## config.mk

```make
export PLATFORM = sky130hd
export DESIGN_NAME = dice_matrix_scan_flat
export DESIGN_NICKNAME = d
export VERILOG_FILES = /design/src/rtl/dice_matrix_scan_if.sv /design/src/rtl/dice_matrix_scan.sv /design/src/flat_wrapper.sv
export SDC_FILE = /design/constraint.sdc
export NUM_CORES = 1
export LEC_CHECK = 0
export ABC_AREA = 1
export CAP_MARGIN = 25
export CORE_AREA = 2 2 65 67
export CTS_CLUSTER_DIAMETER = 50
export DETAILED_ROUTE_END_ITERATION = 7
export DIE_AREA = 0 0 67 69
export GPL_ROUTABILITY_DRIVEN = 0
export GPL_TIMING_DRIVEN = 0
export PLACE_DENSITY = 0.81
export RECOVER_POWER = 25
export SLEW_MARGIN = 20
export SYNTH_ARGS = -nofsm -noshare
export SYNTH_HDL_FRONTEND = slang
export SYNTH_SLANG_ARGS = --single-unit
```

## constraint.sdc

```tcl
create_clock -name clk -period 4 [get_ports clk]
set_clock_uncertainty 0.1 [all_clocks]
set_input_delay 0.8 -clock clk [delete_from_list [all_inputs] [get_ports clk]]
set_output_delay 0.8 -clock clk [all_outputs]
set_load 0.02 [all_outputs]
```

## src/rtl/dice_matrix_scan_if.sv

```systemverilog
// dice_matrix_scan_if
// Groups the dice display's control inputs and matrix outputs into one bundle.
//   master : drives load/dice1/dice2/blink, observes the matrix outputs
//   slave  : the scan driver itself
// Signals:
//   load        one-cycle strobe capturing dice1/dice2
//   dice1/dice2 die values, 1..9 valid, anything else shows blank
//   blink       1 = flash the columns, 0 = steady
//   row         active-low row select
//   r_col/g_col active-high red/green column drive
//   frame_done  one-cycle pulse on the last cycle of row index 7
interface dice_matrix_scan_if;
    logic       load;
    logic [3:0] dice1;
    logic [3:0] dice2;
    logic       blink;
    logic [7:0] row;
    logic [7:0] r_col;
    logic [7:0] g_col;
    logic       frame_done;

    modport master (
        output load, dice1, dice2, blink,
        input  row, r_col, g_col, frame_done
    );

    modport slave (
        input  load, dice1, dice2, blink,
        output row, r_col, g_col, frame_done
    );
endinterface

```

## src/rtl/dice_matrix_scan.sv

```systemverilog
// dice_matrix_scan
// Bi-colour 8x8 dot-matrix driver for the two-dice game. Scans one row at a
// time, holding each row for DIV clocks. New dice values are committed only at
// the frame wrap so a frame never mixes old and new values. Supports blinking
// and a yellow highlight when both dice show the same valid value.
// Parameters:
//   DIV          clk cycles each row is held (>=1)
//   BLINK_FRAMES frames per blink half-period (>=1)
// Ports:
//   clk  scan clock
//   rst  synchronous active-high reset
//   bus  dice_matrix_scan_if.slave (load, dice1, dice2, blink in;
//        row, r_col, g_col, frame_done out, all registered)
module dice_matrix_scan #(
    parameter int DIV          = 1,
    parameter int BLINK_FRAMES = 64
) (
    input logic               clk,
    input logic               rst,
    dice_matrix_scan_if.slave bus
);

    localparam int DW = (DIV > 1) ? $clog2(DIV) : 1;
    localparam int FW = (BLINK_FRAMES > 1) ? $clog2(BLINK_FRAMES) : 1;
    localparam logic [DW-1:0] DWELL_LAST = DW'(DIV - 1);
    localparam logic [FW-1:0] FRAME_LAST = FW'(BLINK_FRAMES - 1);

    // ST_IDLE is only occupied straight after reset: the first edge out of
    // reset shows row 0 without advancing, and is not a frame wrap.
    typedef enum logic {ST_IDLE, ST_SCAN} state_t;

    state_t        state, state_n;
    logic [2:0]    idx, idx_n;
    logic [DW-1:0] dwell, dwell_n;
    logic [3:0]    disp1, disp1_n, disp2, disp2_n;
    logic [3:0]    pend1, pend1_n, pend2, pend2_n;
    logic [FW-1:0] fcnt, fcnt_n;
    logic          phase, phase_n;
    logic [7:0]    row_q, row_n;
    logic [7:0]    r_q, r_n;
    logic [7:0]    g_q, g_n;
    logic          fd_q, fd_n;

    logic          wrap;
    logic          dbl;
    logic [2:0]    bits;
    logic [1:0]    rel;

    // Pip pattern as {p0, p1, p2}; bit 2 of each row triple is the left dot.
    function automatic logic [8:0] pip(input logic [3:0] v);
        case (v)
            4'd1:    pip = 9'b000_010_000;
            4'd2:    pip = 9'b001_000_100;
            4'd3:    pip = 9'b100_010_001;
            4'd4:    pip = 9'b101_000_101;
            4'd5:    pip = 9'b101_010_101;
            4'd6:    pip = 9'b111_000_111;
            4'd7:    pip = 9'b111_010_111;
            4'd8:    pip = 9'b111_101_111;
            4'd9:    pip = 9'b111_111_111;
            default: pip = 9'b000_000_000;
        endcase
    endfunction

    function automatic logic [2:0] pip_row(input logic [3:0] v, input logic [1:0] r);
        logic [8:0] p;
        p = pip(v);
        case (r)
            2'd0:    pip_row = p[8:6];
            2'd1:    pip_row = p[5:3];
            default: pip_row = p[2:0];
        endcase
    endfunction

    assign wrap = (state == ST_SCAN) && (idx == 3'd7) && (dwell == DWELL_LAST);

    // Next-state and next-output computation. Outputs are derived from the
    // post-edge row index and displayed values so they register together.
    always_comb begin
        state_n = state;
        idx_n   = idx;
        dwell_n = dwell;
        disp1_n = disp1;
        disp2_n = disp2;
        pend1_n = pend1;
        pend2_n = pend2;
        fcnt_n  = fcnt;
        phase_n = phase;
        row_n   = 8'hFF;
        r_n     = 8'h00;
        g_n     = 8'h00;
        fd_n    = 1'b0;
        dbl     = 1'b0;
        bits    = 3'b000;
        rel     = 2'd0;

        case (state)
            ST_IDLE: begin
                state_n = ST_SCAN;
                idx_n   = 3'd0;
                dwell_n = '0;
            end
            default: begin
                if (dwell == DWELL_LAST) begin
                    dwell_n = '0;
                    idx_n   = idx + 3'd1;
                end else begin
                    dwell_n = dwell + 1'b1;
                end
            end
        endcase

        if (bus.load) begin
            pend1_n = bus.dice1;
            pend2_n = bus.dice2;
        end

        // A load on the wrap edge bypasses pending and lands in the new frame.
        if (wrap) begin
            disp1_n = bus.load ? bus.dice1 : pend1;
            disp2_n = bus.load ? bus.dice2 : pend2;
        end

        if (!bus.blink) begin
            fcnt_n  = '0;
            phase_n = 1'b1;
        end else if (wrap) begin
            if (fcnt == FRAME_LAST) begin
                fcnt_n  = '0;
                phase_n = ~phase;
            end else begin
                fcnt_n = fcnt + 1'b1;
            end
        end

        row_n = ~(8'h80 >> idx_n);
        fd_n  = (idx_n == 3'd7) && (dwell_n == DWELL_LAST);
        dbl   = (disp1_n == disp2_n) && (disp1_n >= 4'd1) && (disp1_n <= 4'd9);

        if (idx_n <= 3'd2) begin
            bits     = pip_row(disp1_n, idx_n[1:0]);
            r_n[2:0] = bits;
            if (dbl) g_n[2:0] = bits;
        end else if (idx_n >= 3'd5) begin
            rel      = 2'(idx_n - 3'd5);
            bits     = pip_row(disp2_n, rel);
            g_n[7:5] = bits;
            if (dbl) r_n[7:5] = bits;
        end

        // Blink blanks columns only; the row keeps scanning.
        if (bus.blink && !phase_n) begin
            r_n = 8'h00;
            g_n = 8'h00;
        end
    end

    // State and output registers with synchronous reset.
    always_ff @(posedge clk) begin
        if (rst) begin
            state <= ST_IDLE;
            idx   <= 3'd0;
            dwell <= '0;
            disp1 <= 4'd0;
            disp2 <= 4'd0;
            pend1 <= 4'd0;
            pend2 <= 4'd0;
            fcnt  <= '0;
            phase <= 1'b1;
            row_q <= 8'hFF;
            r_q   <= 8'h00;
            g_q   <= 8'h00;
            fd_q  <= 1'b0;
        end else begin
            state <= state_n;
            idx   <= idx_n;
            dwell <= dwell_n;
            disp1 <= disp1_n;
            disp2 <= disp2_n;
            pend1 <= pend1_n;
            pend2 <= pend2_n;
            fcnt  <= fcnt_n;
            phase <= phase_n;
            row_q <= row_n;
            r_q   <= r_n;
            g_q   <= g_n;
            fd_q  <= fd_n;
        end
    end

    assign bus.row        = row_q;
    assign bus.r_col      = r_q;
    assign bus.g_col      = g_q;
    assign bus.frame_done = fd_q;

endmodule

```

## src/flat_wrapper.sv

```systemverilog
// flat-port wrapper written by rule: the top's interface ports become plain ports
module dice_matrix_scan_flat 
#(
    parameter int DIV          = 1,
    parameter int BLINK_FRAMES = 64
)
  (clk, rst, bus_load, bus_dice1, bus_dice2, bus_blink, bus_row, bus_r_col, bus_g_col, bus_frame_done);
  dice_matrix_scan_if bus_i ();
  input logic clk;
  input logic rst;
  input wire logic [$bits(bus_i.load)-1:0] bus_load;
  input wire logic [$bits(bus_i.dice1)-1:0] bus_dice1;
  input wire logic [$bits(bus_i.dice2)-1:0] bus_dice2;
  input wire logic [$bits(bus_i.blink)-1:0] bus_blink;
  output wire logic [$bits(bus_i.row)-1:0] bus_row;
  output wire logic [$bits(bus_i.r_col)-1:0] bus_r_col;
  output wire logic [$bits(bus_i.g_col)-1:0] bus_g_col;
  output wire logic [$bits(bus_i.frame_done)-1:0] bus_frame_done;
  assign bus_i.load = bus_load;
  assign bus_i.dice1 = bus_dice1;
  assign bus_i.dice2 = bus_dice2;
  assign bus_i.blink = bus_blink;
  assign bus_row = bus_i.row;
  assign bus_r_col = bus_i.r_col;
  assign bus_g_col = bus_i.g_col;
  assign bus_frame_done = bus_i.frame_done;
  dice_matrix_scan #(.DIV(DIV), .BLINK_FRAMES(BLINK_FRAMES)) u_core (.clk(clk), .rst(rst), .bus(bus_i));
endmodule
```

==> run metrics <==
status=complete, no violations; Clock Power Share=0.380; Die Span X=67 um; All-Layer GR Usage=0.197; largest net degree at the start of global routing=15; Reg clk slew, reported paths=0.08 ns; initial DRC count=81; combinational share of power=0.075; placed instance count=371; register area share after synthesis=0.457; Final Slew Violations=0; Seq pwr share=0.545; met3 Use GR=0.0343; post_cts resized=0; Synth area leaders=dfxtp_1 (46%), nand2_1 (17%), nand3_1 (5.7%); Clock Path Buffers=2; drt drc=0; Mapped Avg Cell Area=7.33 sq um; synth unique cells=30; most used routing layer=met2; CP max stage delay=0.55 ns; Cells after Synth=287; path depth of the worst reg2reg path=13; via count=1836; met1 Use GR=0.234; layout cells sized above 1=0.0942; Net Switching=0.196 mW; CORE AREA=3910 sq um; vias per cell=4.84; YS warnings=0; Setup Crit Path Kind=primary input to flip-flop; Critical Path AT=2.47 ns; critical path's slowest cell=dlygate4sd3_1; TritonCTS buffer count=5; die area=4620 sq um; Post-Layout Cell Count=379; Ports=37; Hold Path Class=flip-flop to flip-flop; WP data required=4.14 ns; final wirelength=4150 um; clk sinks=48; total grt overflow=0; Die Span Y=69 um; most frequent cell on the critical path=nor2_1; FF+latch count, synth=48; Worst VDD drop=0.260 mV; starting density of the core=0.537; area share of the leading cell type in the synthesized netlist=0.457; first-pass GRT wire length=7160 um; Min Clock Period, post-route=2.33 ns; max_cap viols=0; CP max FO=10; H-tree lvl count=2; Synth area leader=dfxtp_1; internal power=0.698 mW; antenna violations before repair=0; post-synthesis cell area=2100 sq um; RSZ-0062 raised after global routing=false; final hold violation count=0; Final #Nets=348; remaining antenna violation count after routing=0; Crit. End Element=flip-flop; Pleak=1.26 nW; number of global-route vias before repair=1735; worst hold path stage count=2; drt wl/cell=10.9 um; Post-CTS Hold Fix Bufs=0; Area Overhead vs Synth=23.0%; CTS root buf=clkbuf_8; worst path cell trace=dlygate4sd3_1, clkbuf_1, nor2_1, o21a_1, nand2_1, nor2_1, nand2_1, nor2_1; post-route total power=0.895 mW; Post-CTS Setup Repair Bufs=0; HPWL after DPL=3150 um; Max Clk Rate=0.429 GHz; crit share post-route=0.583; Site Rows=23; actual slew at the worst max-slew pin=0.500 ns; sw frac=0.219; diodes inserted=0; relative slew slack=0.666; Final setup viols=0; worst hold margin=0.371 ns; Post-Route Setup TNS=0 ns; crit start category=primary input; worst-skew pair later-pin latency=0.29 ns; CTS tree=done; drt pass-1 iters=4; Pwr Density=346 nW/um^2; I/O Buffers=31; GR Layer Usage met2=0.337
==> cell type report <==
class	count	area [sq um]
Sequential cell	48	961
Clock inverter	2	35.0
Clock buffer	6	72.6
Multi-Input combinational cell	200	950
Timing Repair Buffer	31	310
Buffer	9	67.6
Inverter	33	129
Fill cell	363	1330
Tap cell	50	62.6
==> critical path, delay by kind of cell <==
| family | cells | cell delay (ns) |
|---|---|---|
| AO/OA/AOI/OAI | 1 | 0.18 |
| buffers and inverters | 2 | 0.80 |
| AND/OR/NAND/NOR | 5 | 0.68 |
==> synthesized netlist by cell type <==
cell type / n
nand2_1: 95
dfxtp_1: 48
inv_1: 30
nor2_1: 28
nand3_1: 24
a21oi_1: 11
nand2_2: 9
ha_1: 8
buf_4: 5
xnor2_1: 3
buf_6: 2
inv_4: 2
nand4_1: 2
o21ai_0: 2
o21ai_1: 2
or2_2: 2
a21oi_2: 1
a31oi_1: 1
buf_1: 1
clkbuf_1: 1
conb_1: 1
inv_2: 1
nand2_4: 1
nand3_2: 1
nor2_2: 1
nor3_1: 1
o21a_1: 1
o21bai_1: 1
o22ai_1: 1
xor2_1: 1
==> sequential cells by signal, indices dropped and copies added (netlist names), 3 cells and up <==
register and count:
u_core.disp2 4, u_core.pend2 4, u_core.disp1 4, u_core.idx 3, u_core.bus.r_col 6, u_core.pend1 4, u_core.bus.row 8, u_core.fcnt 6
u_core.bus.g_col 6
==> power groups by stage <==
| stage | clock network (mW) | logic [mW] | registers, mW |
|---|---|---|---|
| after floorplan | 0 | 0.0408 | 0.501 |
| after global placement | 0 | 0.0652 | 0.499 |
| after detailed placement | 0 | 0.0670 | 0.499 |
| after CTS | 0.348 | 0.0674 | 0.488 |
| after global routing | 0.368 | 0.0752 | 0.488 |
| final | 0.340 | 0.0675 | 0.487 |
==> routing by layer <==
layer	wire length, um	vias to the layer above
met5	0	-
met4	40	0
met2	2120	38
li1	-	961
met3	183	4
met1	1800	833
==> layout by cell type, fill, tap and decap left out, drive strengths merged <==
| cell | Yosys | final |
|---|---|---|
| conb | 1 | 4 |
| inv | 33 | 33 |
| a21oi | 12 | 12 |
| nor2 | 29 | 29 |
| clkbuf | 1 | 7 |
| bufinv | 0 | 1 |
| clkinv | 0 | 1 |
| dlygate4sd3 | 0 | 1 |
| o22ai | 1 | 1 |
| xor2 | 1 | 1 |
| o21ai | 4 | 4 |
| nand4 | 2 | 2 |
| or2 | 2 | 2 |
| nor3 | 1 | 1 |
| dfxtp | 48 | 48 |
| ha | 8 | 8 |
| o21bai | 1 | 1 |
| o21a | 1 | 1 |
| nand3 | 25 | 25 |
| xnor2 | 3 | 3 |
| a31oi | 1 | 1 |
| nand2 | 105 | 105 |
| buf | 8 | 8 |
| clkdlybuf4s50 | 0 | 30 |
==> metrics by stage <==
| step | setup WS [ns] | instance area [sq um] | utilization |
|---|---|---|---|
| after global routing | 1.51 | 2590 | 0.661 |
| final | 1.67 | 2590 | 0.661 |
| after floorplan | 2.05 | 2110 | - |
| after CTS | 1.76 | 2590 | 0.663 |
| after detailed placement | 1.45 | 2490 | 0.636 |
| after global placement | 1.46 | 2490 | 0.636 |
==> logic make-up after synthesis <==
family                     Yosys count  synth area share
AOI/OAI and AO/OA                   20            0.0530
adders and majority gates            8            0.0476
xor gates and xnor gates             4            0.0167
buffers and inverters               42            0.0934
DFF                                 48             0.457
and+or+nand+nor                    164             0.331
other                                1           0.00178
==> path summary, 6_finish.rpt <==
path / slack, ns / startpoint / to
setup / recovery: 1.67 / rst / u_core.bus.g_col[1]
hold / removal: 0.37 / u_core.pend2[2] / u_core.pend2[2]
setup reg to reg: 1.77 / u_core.idx[0] / u_core.bus.r_col[7]
hold reg to reg: 0.37 / u_core.pend2[2] / u_core.pend2[2]
No activity file was read; power rests on OpenSTA's default activity.
==> RTL edit 1: new RTL, same flow settings <==
`BLINK_FRAMES` is set to 64 in 2 places; all go to 32.
--- a/src/rtl/dice_matrix_scan.sv
+++ b/src/rtl/dice_matrix_scan.sv
@@ -15,3 +15,3 @@
     parameter int DIV          = 1,
-    parameter int BLINK_FRAMES = 64
+    parameter int BLINK_FRAMES = 32
 ) (
--- a/src/flat_wrapper.sv
+++ b/src/flat_wrapper.sv
@@ -4,3 +4,3 @@
     parameter int DIV          = 1,
-    parameter int BLINK_FRAMES = 64
+    parameter int BLINK_FRAMES = 32
 )
Formal check against the unedited RTL: no difference found for any inputs over 10 cycles, from zero or initial values and one cycle with rst high; that may be too few to reach the edited logic, so the function may still have changed.
==> RTL edit 1 against the original RTL <==
  * Cell count shrank 1.6%
  * Power fell by 6.3%
  * Non-clock buffer count unchanged
  * Sequential share of layout area fell by 1.1 points
  * Area after synthesis increased by 1.7%
  * Worst setup slack improved by 0.092 ns
  * Sequential cell count decreased by 1
  * Critical endpoint is now u_core.bus.g_col[0]
  * Design area rose by 0.92%
  * Wire length fell by 5.1%
==> RTL edit 1: results (changes against the original RTL) <==
Layout
  – Multi-input comb cells: 197 (was 200)
  – Nets: 343 (was 348)
  – CLK BUF: 7 (was 6)
  – Signal inverters: 31 (was 33)
  – Final clock-cell share: 0.03642 (was 0.04159)
  – Ant diodes: 0 (unchanged)
  – Bufs w/o clock: 40 (unchanged)
  – Layout cells sized above 1: 0.1269 (was 0.09422)
  – Number of sequential cells: 47 (was 48)
  – Fraction of area in multi-input gates: 0.3848 (was 0.3670)
  – Max reg flops: 8 (unchanged)
  – Sequential share of cell area: 0.3603 (was 0.3714)
  – Fillers: 345 (was 363)
  – NonClk Buf Share: 0.1481 (was 0.1460)

Logic synthesis
  – Count of different cell masters after synthesis: 31 (was 30)
  – Most frequent cells after synthesis: nand2_1 (87), dfxtp_1 (47), nor2_1 (32) (was nand2_1 (95), dfxtp_1 (48), inv_1 (30))
  – Syn_area_per_cell: 7.614 um2 (was 7.328 um2)
  – FFs w/ async S/R, synth: 0 (unchanged)
  – Ys flop type: dfxtp_1 (unchanged)
  – Top post-synthesis cells by area: dfxtp_1 (44%), nand2_1 (15%), nor2_1 (5.6%) (was dfxtp_1 (46%), nand2_1 (17%), nand3_1 (5.7%))
  – Register area share after synthesis: 0.4398 (was 0.4569)
  – Cells after Synth: 281 (was 287)
  – Yosys warns: 0 (unchanged)

Setup path
  – Worst EP arrival: 2.34 ns (was 2.47 ns)
  – CP peak stage delay: 0.32 ns (was 0.55 ns)
  – CP delay by family, top: simple AND/OR/NAND/NOR gates (was buffers and inverters)
  – Critical path peak fanout: 10 (unchanged)
  – Critical-path top delay cell: dfxtp_1 (was dlygate4sd3_1)

Route
  – Via count: 1789 (was 1836)
  – WL per Instance: 10.54 um (was 10.94 um)
  – # DRC: 0 (unchanged)
  – Drt total wl: 3933 um (was 4145 um)
  – TritonRoute pass-1 iters: 4 (unchanged)
  – Initial DRC Count: 77 (was 81)

Clock network
  – Setup repair bufs after CTS: 0 (unchanged)
  – Clk root buf: clkbuf_8 (unchanged)
  – H-tree levels: 2 (unchanged)
  – CTS Buffer Depth: 2 (unchanged)
  – CTS resizes: 0 (unchanged)
  – CTS Buf Count: 5 (unchanged)
  – Clk_lat worst skew: 0.29 ns (about the same)

Placed design
  – Detailed placer's ending HPWL: 3072 um (was 3150 um)
  – Number of buffers added on ports: 31 (unchanged)
  – Placed Instances: 365 (was 371)

Global route
  – Largest net degree at the start of global routing: 15 (unchanged)
  – Total GRT Usage: 0.1887 (was 0.1970)
  – M1 GR Usage: 0.2244 (was 0.2339)
  – Vias in the first global route: 1668 (was 1735)
  – Met2 Resource Use GR: 0.3223 (was 0.3366)
  – Met3 Usage GRT: 0.04568 (was 0.03426)
  – First-pass GRT wire length: 6879 um (was 7162 um)
  – Initial antenna violation count: 0 (unchanged)

STA
  – Setup violations, final: 0 (unchanged)

Power
  – VDD IR max: 0.2664 mV (was 0.2600 mV)
  – Static leakage: 1.265 nW (was 1.257 nW)

Run
  – Maxcap violations: 0 (unchanged)

Run status
  – Status: complete, no violations (unchanged)

Hold path
  – Worst min path class: flop to flop (unchanged)
-- RTL edit 1: metal layers --
metal / wire (um) / up-vias
met5: 0 / -
met4: 55 / 0
met3: 142 / 6
met2: 1981 / 27
met1: 1755 / 813
li1: - / 943
-- RTL edit 1: cells by family after synthesis --
| kind of cell | count (synthesis) | synth area share |
|---|---|---|
| AND/OR/NAND/NOR | 162 | 0.3532 |
| flip-flops | 47 | 0.4398 |
| buffers and inverters | 40 | 0.09240 |
| AO/OA/AOI/OAI | 20 | 0.05204 |
| adder cells (fa/ha/maj) | 9 | 0.05263 |
| XOR/XNOR | 2 | 0.008189 |
| other | 1 | 0.001753 |
-- RTL edit 1: worst paths after layout --
kind	from	to	slack, ns	cells after the start
worst max-delay path	u_core.idx[0]	u_core.bus.g_col[0]	1.76	13
worst min-delay path	u_core.pend2[3]	u_core.pend2[3]	0.37	2
worst max register to register	u_core.idx[0]	u_core.bus.g_col[0]	1.76	13
worst min register to register	u_core.pend2[3]	u_core.pend2[3]	0.37	2
-- RTL edit 1: metrics by stage --
step                worst slack, ns  utilization  power (W)  cell area [um2]
global placement              1.539       0.6448  0.0005538             2524
global route                  1.523       0.6672  0.0008749             2611
detailed placement            1.515       0.6448  0.0005556             2524
CTS                           1.783       0.6691  0.0008454             2619
finish                        1.761       0.6672  0.0008384             2611
floorplan                     2.071            -  0.0005320             2151
-- RTL edit 1: worst min-delay path, stage by stage, from the launching register on --
cell and delay (ns):
dfxtp_1 0.31, nand2_1 0.07, a21oi_1 0.06
-- RTL edit 1: power breakdown --
group	internal, W	switching [W]	leakage [nW]
logic	0.0000272	0.0000388	0.835
clock network	0.000142	0.000153	0.0484
registers	0.000475	0.00000253	0.382
==> RTL edit 2: new RTL, config.mk and constraints unchanged <==
Made on the original files. Take the reset off `g_q` and load it in a clocked block of its own.
--- a/src/rtl/dice_matrix_scan.sv
+++ b/src/rtl/dice_matrix_scan.sv
@@ -171,3 +171,2 @@
             r_q   <= 8'h00;
-            g_q   <= 8'h00;
             fd_q  <= 1'b0;
@@ -185,5 +184,8 @@
             r_q   <= r_n;
-            g_q   <= g_n;
             fd_q  <= fd_n;
         end
+    end
+
+    always_ff @(posedge clk) begin
+        g_q <= g_n;
     end
Formal check against the unedited RTL: differs if rst is asserted again (counterexample within 10 cycles, from zero or initial values and one cycle with rst high); with rst held inactive, the same outputs for 10 cycles.
==> RTL edit 2 against the original RTL <==
  * Design area increased by 2.6%
  * Global-route usage increased by 0.15 points
  * Combinational power rose by 6.2%
  * Sequential cell count unchanged
  * Worst setup slack improved by 0.065 ns
  * Wire length fell by 1.0%
  * Power grew 0.30%
  * Area after synthesis up 2.8%
  * First-iteration DRC count grew 12%
  * Critical endpoint is now u_core.disp1[1]
  * Highest routed layer unchanged
==> RTL edit 2: results (changes against the original RTL) <==
Run status
  – Status: complete, no violations (unchanged)

Placed design
  – Placed Instances: 383 (was 371)
  – Detailed placer's ending HPWL: 3117 um (was 3150 um)
  – Place WS: 1.534 ns (was 1.449 ns)

Logic synthesis
  – Adder-cell share of the synthesized area: 0.04630 (was 0.04759)
  – Most frequent cells after synthesis: nand2_1 (98), dfxtp_1 (48), nor2_1 (33) (was nand2_1 (95), dfxtp_1 (48), inv_1 (30))
  – Synth Area in XOR/XNOR: 0.01215 (was 0.01666)
  – Top post-synthesis cells by area: dfxtp_1 (44%), nand2_1 (17%), nand3_1 (6.5%) (was dfxtp_1 (46%), nand2_1 (17%), nand3_1 (5.7%))
  – Compound-Gate Fraction of Synth Area: 0.04861 (was 0.05294)
  – Register area share after synthesis: 0.4444 (was 0.4569)
  – Syn_area_per_cell: 7.231 um2 (was 7.328 um2)

Global route
  – First-pass GRT wire length: 7176 um (was 7162 um)
  – Total GRT Usage: 0.1985 (was 0.1970)

Route
  – Initial DRC Count: 91 (was 81)
  – Wire length on met1: 1905 um (was 1803 um)
  – Wire length on met2: 2024 um (was 2117 um)
  – Vias/cell: 4.793 (was 4.844)
  – WL per Instance: 10.49 um (was 10.94 um)
  – Met3 WL: 109 um (was 183 um)

Layout
  – Nets: 360 (was 348)
  – Layout cells sized above 1: 0.1056 (was 0.09422)
  – Post-Layout Cell Count: 391 (was 379)
  – Core Util, Final: 0.6781 (was 0.6611)
  – Fillers: 344 (was 363)

Hold path
  – Worst Hold Depth: 2 (unchanged)
  – Hold Crit Endpoint: u_core.pend1[0] (was u_core.pend2[2])

Setup path
  – R2R depth: 12 (was 13)
  – R2R Setup Slk: 1.86 ns (was 1.77 ns)
  – CP peak stage delay: 0.57 ns (was 0.55 ns)
  – R2R Path Start: u_core.state (was u_core.idx[0])
  – R2r endpoint: u_core.bus.r_col[6] (was u_core.bus.r_col[7])
  – Worst EP arrival: 2.34 ns (was 2.47 ns)

STA
  – Slew margin rel.: 0.6508 (was 0.6664)
  – Hold WS: 0.3722 ns (was 0.3707 ns)

Power
  – VDD IR max: 0.2227 mV (was 0.2600 mV)
  – Static leakage: 1.266 nW (was 1.257 nW)

Clock network
  – Setup repair bufs after CTS: 0 (unchanged)
[RTL edit 2: worst max-delay path by stage]
| stage | cells after the start | end | slack (ns) |
|---|---|---|---|
| after global routing | 12 | u_core.bus.r_col[6] | 1.61 |
| after detailed placement | 4 | u_core.disp2[0] | 1.53 |
| final | 4 | u_core.disp1[1] | 1.73 |
| after CTS | 4 | u_core.disp1[1] | 1.83 |
| after global placement | 4 | u_core.idx[1] | 1.56 |
| after floorplan | 10 | u_core.bus.g_col[0] | 2.07 |
[RTL edit 2: cell type report]
cell class,instances,area share
buffer,9,0.02687
clock buffer,6,0.02735
clock inverter,2,0.01320
inverter,33,0.04856
multi-input combinational,212,0.3814
sequential,48,0.3621
tap,50,0.02357
timing repair buffer,31,0.1169
[RTL edit 2: where the power goes]
| group | total (W) | internal, W | switching [W] |
|---|---|---|---|
| combinational | 0.0000717 | 0.0000291 | 0.0000426 |
| clock | 0.000337 | 0.000185 | 0.000151 |
| sequential | 0.000489 | 0.000486 | 0.00000314 |
